--- src/rtl/fetch_pkg.sv ---
// fetch_pkg: shared widths, reset default and buffer entry type
// for the instruction fetch unit and its skid buffer.
package fetch_pkg;

  localparam int ADDR_W  = 12;
  localparam int INSTR_W = 32;

  typedef logic [ADDR_W-1:0]  addr_t;
  typedef logic [INSTR_W-1:0] instr_t;

  localparam addr_t RESET_PC_DEFAULT = 12'h000;

  typedef struct packed {
    instr_t instr;
    addr_t  pc;
  } fetch_entry_t;

  // word address increment, wraps at the top of the space
  function automatic addr_t pc_inc(input addr_t a);
    return a + addr_t'(1);
  endfunction

endpackage

--- src/rtl/fetch_skid_fifo.sv ---
// fetch_skid_fifo: two-entry output buffer for fetched instructions.
// head is a register so consumer-facing outputs are glitch free.
module fetch_skid_fifo
  import fetch_pkg::*;
(
  input  logic         clk,
  input  logic         reset,
  input  logic         push,
  input  fetch_entry_t push_data,
  input  logic         pop,
  input  logic         flush,
  output logic [1:0]   count,
  output fetch_entry_t head
);

  fetch_entry_t slot1;
  logic         do_pop;

  assign do_pop = pop && (count != 2'd0);

  // buffer occupancy and shifting; flush drops all entries
  always_ff @(posedge clk) begin
    if (!reset) begin
      count <= 2'd0;
      head  <= '0;
      slot1 <= '0;
    end else if (flush) begin
      count <= 2'd0;
    end else begin
      unique case (1'b1)
        (push && do_pop): begin
          if (count == 2'd1) begin
            head <= push_data;
          end else begin
            head  <= slot1;
            slot1 <= push_data;
          end
        end
        (push && !do_pop): begin
          if (count == 2'd0) begin
            head <= push_data;
          end else begin
            slot1 <= push_data;
          end
          count <= count + 2'd1;
        end
        (!push && do_pop): begin
          head  <= slot1;
          count <= count - 2'd1;
        end
        default: begin
        end
      endcase
    end
  end

  // the issue rule upstream must never overfill the buffer
  a_no_overflow: assert property (
    @(posedge clk) disable iff (!reset)
    !(push && !do_pop && !flush && count == 2'd2)
  );

endmodule

--- src/rtl/fetch_unit.sv ---
// fetch_unit: sequential instruction fetch with redirect and a
// two-entry valid/ready output buffer over a 1-cycle memory.
module fetch_unit
  import fetch_pkg::*;
#(
  parameter logic [ADDR_W-1:0] RESET_PC  = RESET_PC_DEFAULT,
  parameter int                BUF_DEPTH = 2
)(
  input  logic               clk,
  input  logic               reset,
  output logic [ADDR_W-1:0]  imem_addr,
  input  logic [INSTR_W-1:0] imem_rdata,
  input  logic               redirect_valid,
  input  logic [ADDR_W-1:0]  redirect_target,
  output logic               out_valid,
  input  logic               out_ready,
  output logic [INSTR_W-1:0] out_instr,
  output logic [ADDR_W-1:0]  out_pc
);

  addr_t        pc;
  addr_t        tag;
  logic         inflight;
  logic [1:0]   count;
  logic [2:0]   occ;
  logic         redir;
  logic         xfer;
  logic         issue;
  logic         push;
  fetch_entry_t head;
  fetch_entry_t push_data;

  // redirect is meaningless while held in reset
  assign redir = redirect_valid && reset;
  assign xfer  = out_valid && out_ready;
  assign occ   = {1'b0, count} + {2'b00, inflight};

  // issue only when the returning word is sure to have a slot
  assign issue = (occ < 3'd2) || ((occ == 3'd2) && xfer);
  assign push  = inflight && !redir;

  // target goes out the same cycle the redirect arrives
  assign imem_addr = redir ? redirect_target : pc;

  assign push_data = '{instr: imem_rdata, pc: tag};

  // pc, pending-read flag and the address tag of that read
  always_ff @(posedge clk) begin
    if (!reset) begin
      pc       <= RESET_PC;
      tag      <= '0;
      inflight <= 1'b0;
    end else if (redir) begin
      pc       <= pc_inc(redirect_target);
      tag      <= redirect_target;
      inflight <= 1'b1;
    end else if (issue) begin
      pc       <= pc_inc(pc);
      tag      <= pc;
      inflight <= 1'b1;
    end else begin
      inflight <= 1'b0;
    end
  end

  fetch_skid_fifo u_fifo (
    .clk       (clk),
    .reset     (reset),
    .push      (push),
    .push_data (push_data),
    .pop       (xfer),
    .flush     (redir),
    .count     (count),
    .head      (head)
  );

  assign out_valid = (count != 2'd0);
  assign out_instr = head.instr;
  assign out_pc    = head.pc;

  a_depth: assert property (@(posedge clk) BUF_DEPTH == 2);

endmodule

--- config.mk ---
export PLATFORM = sky130hd
export DESIGN_NAME = fetch_unit
export DESIGN_NICKNAME = d
export VERILOG_FILES = /design/src/rtl/fetch_pkg.sv /design/src/rtl/fetch_skid_fifo.sv /design/src/rtl/fetch_unit.sv
export SDC_FILE = /design/constraint.sdc
export NUM_CORES = 1
export LEC_CHECK = 0
export CAP_MARGIN = 20
export CORE_ASPECT_RATIO = 1.75
export CORE_UTILIZATION = 53
export DETAILED_ROUTE_END_ITERATION = 7
export GPL_ROUTABILITY_DRIVEN = 1
export GPL_TIMING_DRIVEN = 0
export HOLD_SLACK_MARGIN = 0.08
export PLACE_DENSITY = 0.85
export SKIP_CTS_REPAIR_TIMING = 1
export SLEW_MARGIN = 40
export SYNTH_ARGS = -nofsm -noshare
export SYNTH_HDL_FRONTEND = slang
export SYNTH_SLANG_ARGS = --single-unit
export TNS_END_PERCENT = 10
--- constraint.sdc ---
create_clock -name clk -period 3.2 [get_ports clk]
set_input_delay 0.64 -clock clk [delete_from_list [all_inputs] [get_ports clk]]
set_output_delay 0.64 -clock clk [all_outputs]
set_load 0.005 [all_outputs]
==> results_dict.tcl, run 1 <==
set metrics [dict create \
    globalRouteTotalUtil 0.3208 \
    layout_min_cycle_time_ps 3171 \
    core_area_mm2 0.01064 \
    r2r_slack_ps 360 \
    post_drt_wl_per_cell_um 17.94 \
    ios 105 \
    status "completed" \
    min_path_cells 2 \
    crit_required_ps 2560 \
    synth_common_cells "176 x nand2_1, 115 x dfxtp_1, 76 x a21boi_0" \
    cts.sinks 115 \
    route.vias.total 5799 \
    syn2layout_area_growth_pct 31.28 \
    grt_antenna_before_repair 0 \
    fmax_mhz 315.3 \
    hold_viol 0 \
    numPortBuffers 104 \
    finalMaxSlewViolations 0 \
    syn_avg_cell_area_um2 8.295 \
    path_cells "clkdlybuf4s50_1, and2_4, buf_6, buf_6, mux2i_4, inv_1, clkdlybuf4s50_1" \
    netlist_area_mm2 0.005757 \
    drtAntennaViolNets 0 \
    critPathBufInv 5 \
    cp-end-kind "output pin" \
    postSynthCellCount 694 \
    drt_iter0_markers 427 \
    fin_crit_sh 0.9910 \
    ys_ff_latch 115 \
    relSlewSlack 0.5868 \
    clk_pin_slew_worst_paths_ps 50 \
    wl_met1_um 6265 \
    critPathMaxStageDelay_ps 530 \
    synth_top_flop_cell "dfxtp_1" \
    dp.cells 928 \
    dr_wl_met3_um 980 \
    synth-edff-count 0 \
    grt_remaining_overflow 0 \
    startpoint "reset" \
    drc 0 \
    netlist-cell-type-count 40 \
    tightest_slew_ps 619.8 \
    grt_max_degree 17 \
    critPathKind "in2out" \
    endpoint "imem_addr[9]" \
    r2r_start "u_fifo.count[1]" \
    postLayoutCoreUtil 0.7106 \
    routed_wl_um 17190 \
    maxCapViolations 0 \
    die_y_um 139.9 \
    crit_fanout 10 \
    rsz0062_at_grt "true" \
    cts_max_level 4 \
    worstSetupPathDepth 7 \
    grt_pass1_vias 5876 \
    final_cells 958 \
    cts-root-buf "clkbuf_16" \
    nets 874 \
    ys_seq_area_frac 0.3999 \
    worstPathArrival_ps 2530 \
    power_density_mw_per_mm2 570.9 \
    synth_top_area_frac 0.3999 \
    synthArstFlopShare 0 \
    reg2reg_depth 10 \
    viasPerCell 6.053 \
    die_area_mm2 0.01130 \
    drt_pass1_iterations 6 \
    syn-num-nets 751 \
    cp_slowest_cell "clkdlybuf4s50_1" \
    r2r-end "u_fifo.head[23]" \
    path_delay_family "buffers and inverters" \
    routed.top_layer "met4" \
    drive_gt1_frac 0.08696 \
    dr_wl_met2_um 9129 \
    synth_most_common_cell "nand2_1" \
    die_x_um 80.79 \
    synth_largest_area_cell "dfxtp_1" \
    ir_worst_vdd_mv 0.4408 \
    start_util 0.5413 \
    clkLatencyLatePin_ps 410 \
    num_antenna_cells 0 \
    cp-start-kind "input port" \
    cts_buffer_depth 2 \
    dp_hpwl_um 12340 \
    setup_viol 0 \
    place.gp.congestion 0.9082 \
    clock_skew_ps 5.419 \
    grt_pass1_wl_um 27860 \
    p_leak_nw 2.785 \
    cts_buffers 17 \
    cts_tree "yes" \
    synth.area.top_cells "dfxtp_1 40%, nand2_1 11%, a21boi_0 9.9%" \
    ys_warn_count 0 \
    holdCritPathClass "reg2reg" \
    row_count 50 \
]
cell usage in the layout (no fill, tap or decap), drive strengths merged, types with 13 or more instances in the layout:
| cell | synthesis | layout |
|---|---|---|
| nand3 | 15 | 15 |
| clkbuf | 27 | 46 |
| inv | 17 | 17 |
| nand2 | 176 | 176 |
| mux2i | 36 | 36 |
| a21oi | 34 | 34 |
| a21boi | 76 | 76 |
| dfxtp | 115 | 115 |
| buf | 31 | 31 |
| clkdlybuf4s50 | 0 | 104 |
| a221oi | 44 | 44 |
| nand4 | 13 | 13 |
| nor3b | 17 | 17 |
| nor2 | 25 | 25 |
registers in the layout, indices dropped and copies added (netlist names):
signal,flops
u_fifo.count,2
u_fifo.head,44
tag,12
inflight,1
u_fifo.slot1,44
pc,12
how the worst min path moves through the flow:
stage,start,endpoint
after global placement,u_fifo.slot1[26],u_fifo.slot1[26]
after CTS,u_fifo.head[42],u_fifo.head[42]
after floorplan,u_fifo.slot1[12],u_fifo.slot1[12]
final,u_fifo.head[42],u_fifo.head[42]
after global routing,u_fifo.head[42],u_fifo.head[42]
after detailed placement,u_fifo.head[42],u_fifo.head[42]
tightest hold or removal path, stage by stage, from the launching register on:
cell and delay [ps]:
dfxtp_1 300, nand2_1 40, a21boi_0 60
per-stage QoR:
step | instance area, um^2 | setup WS (ps) | hold WS, ps | total power, mW | TNS, ps
2_1_floorplan | 5757 | 762.7 | 443.3 | 2.179 | 0
3_3_place_gp | 6960 | -142.5 | 450.2 | 2.552 | -1108
3_5_place_dp | 6960 | -225.3 | 455.8 | 2.585 | -1749
4_1_cts | 7493 | -14.70 | 463.1 | 4.290 | -14.70
5_1_grt | 7557 | -50.13 | 485.8 | 4.491 | -110.0
6_report | 7557 | 28.73 | 459.3 | 4.314 | 0
final cells by class:
class / count / area [um^2]
multi-input combinational: 504 / 3176
fill: 863 / 3078
sequential: 115 / 2302
timing repair buffer: 104 / 1041
clock buffer: 19 / 442.9
buffer: 58 / 279.0
tap: 130 / 162.7
clock inverter: 11 / 90.09
inverter: 17 / 63.81
report_power, final:
part,switching (mW),internal (mW)
clock,0.651,1.07
sequential,0.0838,1.55
combinational,0.523,0.444
total,1.26,3.06
cells by family (layout without fill, tap and decap cells):
| family | Yosys count | after routing | share of synthesized area |
|---|---|---|---|
| AO/OA/AOI/OAI | 188 | 188 | 0.2423 |
| XOR/XNOR | 7 | 7 | 0.01065 |
| adder cells (fa/ha/maj) | 9 | 9 | 0.01956 |
| buffers and inverters | 75 | 209 | 0.05934 |
| flip-flops | 115 | 115 | 0.3999 |
| multiplexers | 40 | 40 | 0.07172 |
| AND/OR/NAND/NOR | 260 | 260 | 0.1965 |
routing by layer:
| metal | global-route usage | vias up |
|---|---|---|
| met3 | 0.08721 | 68 |
| met2 | 0.5491 | 247 |
| met5 | 0 | - |
| met4 | 0.2162 | 0 |
| li1 | - | 2696 |
| met1 | 0.3303 | 2788 |
Power figures use the tool's default switching activity.
==> run 2, diff against run 1 <==
Settings changed: PLACE_DENSITY 0.85 to 0.81, SKIP_LAST_GASP set to 1.
==> results_dict.tcl, run 2 (synthesis gave the netlist of run 1 again) <==
set metrics [dict create \
    status "finished with violations" \
    violations "setup timing" \
    cts_max_level 4 \
    grt_pass1_wl_um 26960 \
    die_x_um 80.79 \
    power_density_mw_per_mm2 587.9 \
    crit_fanout 10 \
    grt_antenna_before_repair 0 \
    hold_viol 0 \
    cp-start-kind "input port" \
    p_leak_nw 2.809 \
    clock_skew_ps 9.976 \
    fin_crit_sh 1.002 \
    cts_buffers 17 \
    num_antenna_cells 0 \
    numPortBuffers 104 \
    most-common-layout-cells "176 x nand2_1, 115 x dfxtp_1, 104 x clkdlybuf4s50_1" \
    dp_hpwl_um 12010 \
    drt_iter0_markers 370 \
    grt_pass1_vias 5600 \
    hold_start "u_fifo.head[36]" \
    cts-root-buf "clkbuf_16" \
    r2r_slack_ps 280 \
    drtAntennaViolNets 0 \
    setup_viol 1 \
    clkLatencyLatePin_ps 410 \
    drc 0 \
    die_area_mm2 0.01130 \
    drt_pass1_iterations 5 \
    maxCapViolations 0 \
    holdCritPathClass "reg2reg" \
    drive_gt1_frac 0.08675 \
    cts_tree "yes" \
    critPathKind "in2out" \
    crit_required_ps 2560 \
    cts.sinks 115 \
    cp-end-kind "output pin" \
    grt_max_degree 17 \
    rsz0062_at_grt "true" \
    route.vias.total 5644 \
    setup_tns_ps -5.321 \
    tightest_slew_ps 715.5 \
    final_common_cell "nand2_1" \
    start_util 0.5413 \
    grt_remaining_overflow 0 \
    row_count 50 \
    nets 874 \
    fmax_mhz 312.0 \
    clk_pin_slew_worst_paths_ps 50 \
    finalPower_mw 4.456 \
    routed_wl_um 16630 \
    fin_ws_ps -5.321 \
    die_y_um 139.9 \
    place.gp.congestion 0.8923 \
    relSlewSlack 0.5230 \
    viasPerCell 5.879 \
    startpoint "reset" \
    core_area_mm2 0.01064 \
    r2r_start "u_fifo.count[0]" \
    layout_min_cycle_time_ps 3205 \
    cts_buffer_depth 2 \
    ios 105 \
    globalRouteTotalUtil 0.3074 \
    worstPathArrival_ps 2570 \
    reg_top3 "u_fifo.head x44, u_fifo.slot1 x44" \
    post_drt_wl_per_cell_um 17.32 \
    finalMaxSlewViolations 0 \
    ir_worst_vdd_mv 0.4804 \
    syn2layout_area_growth_pct 31.67 \
]
-- run 2: changes by cell type in the layout (fill, tap and decap cells not counted), sizes merged --
cell / before / now
clkbuf: 46 / 49
clkinvlp: 4 / 2
bufinv: 1 / 2
-- run 2: worst paths after layout --
| check | to | cells past startpoint |
|---|---|---|
| setup / recovery | imem_addr[11] | 7 |
| hold / removal | u_fifo.head[36] | 2 |
| setup reg to reg | u_fifo.head[22] | 10 |
| hold reg to reg | u_fifo.head[36] | 2 |
-- run 2: metal layers --
layer,global-route usage,vias to the layer above,share of wire
li1,-,2700,-
met1,0.3265,2667,0.38
met2,0.5549,235,0.54
met3,0.07082,42,0.054
met4,0.1419,0,0.031
met5,0,-,0
-- run 2: stage by stage --
step | utilization | cell area, um^2 | hold slack, ps | setup WS, ps | instances
after detailed placement | 0.6545 | 6960 | 456.2 | -301.0 | 928
after global routing | 0.7127 | 7580 | 489.4 | -61.91 | 960
after global placement | 0.6545 | 6960 | 449.8 | -187.6 | 928
final | 0.7127 | 7580 | 464.0 | -5.321 | 960
after floorplan | - | 5757 | 443.3 | 762.7 | 694
after CTS | 0.7099 | 7550 | 465.9 | -31.24 | 960
-- run 2: layout make-up --
class                      instances  area (um^2)
buffer                            58        277.8
clock buffer                      22        484.2
clock inverter                    10        105.1
fill                             883         3055
inverter                          17        63.81
multi-input combinational        504         3143
sequential                       115         2302
tap                              130        162.7
timing repair buffer             104         1041
-- run 2: report_power, final --
| part | leakage (nW) | internal, mW | switching, mW |
|---|---|---|---|
| registers | 0.937 | 1.55 | 0.0846 |
| logic | 1.58 | 0.440 | 0.510 |
| clock network | 0.291 | 1.22 | 0.657 |
| total | 2.81 | 3.20 | 1.25 |
-- run 2: critical path, cell delays in order --
cell and delay, ps:
clkdlybuf4s50_1 550, and2_4 180, buf_6 160, buf_6 190, mux2i_2 280, inv_1 100, clkdlybuf4s50_1 450
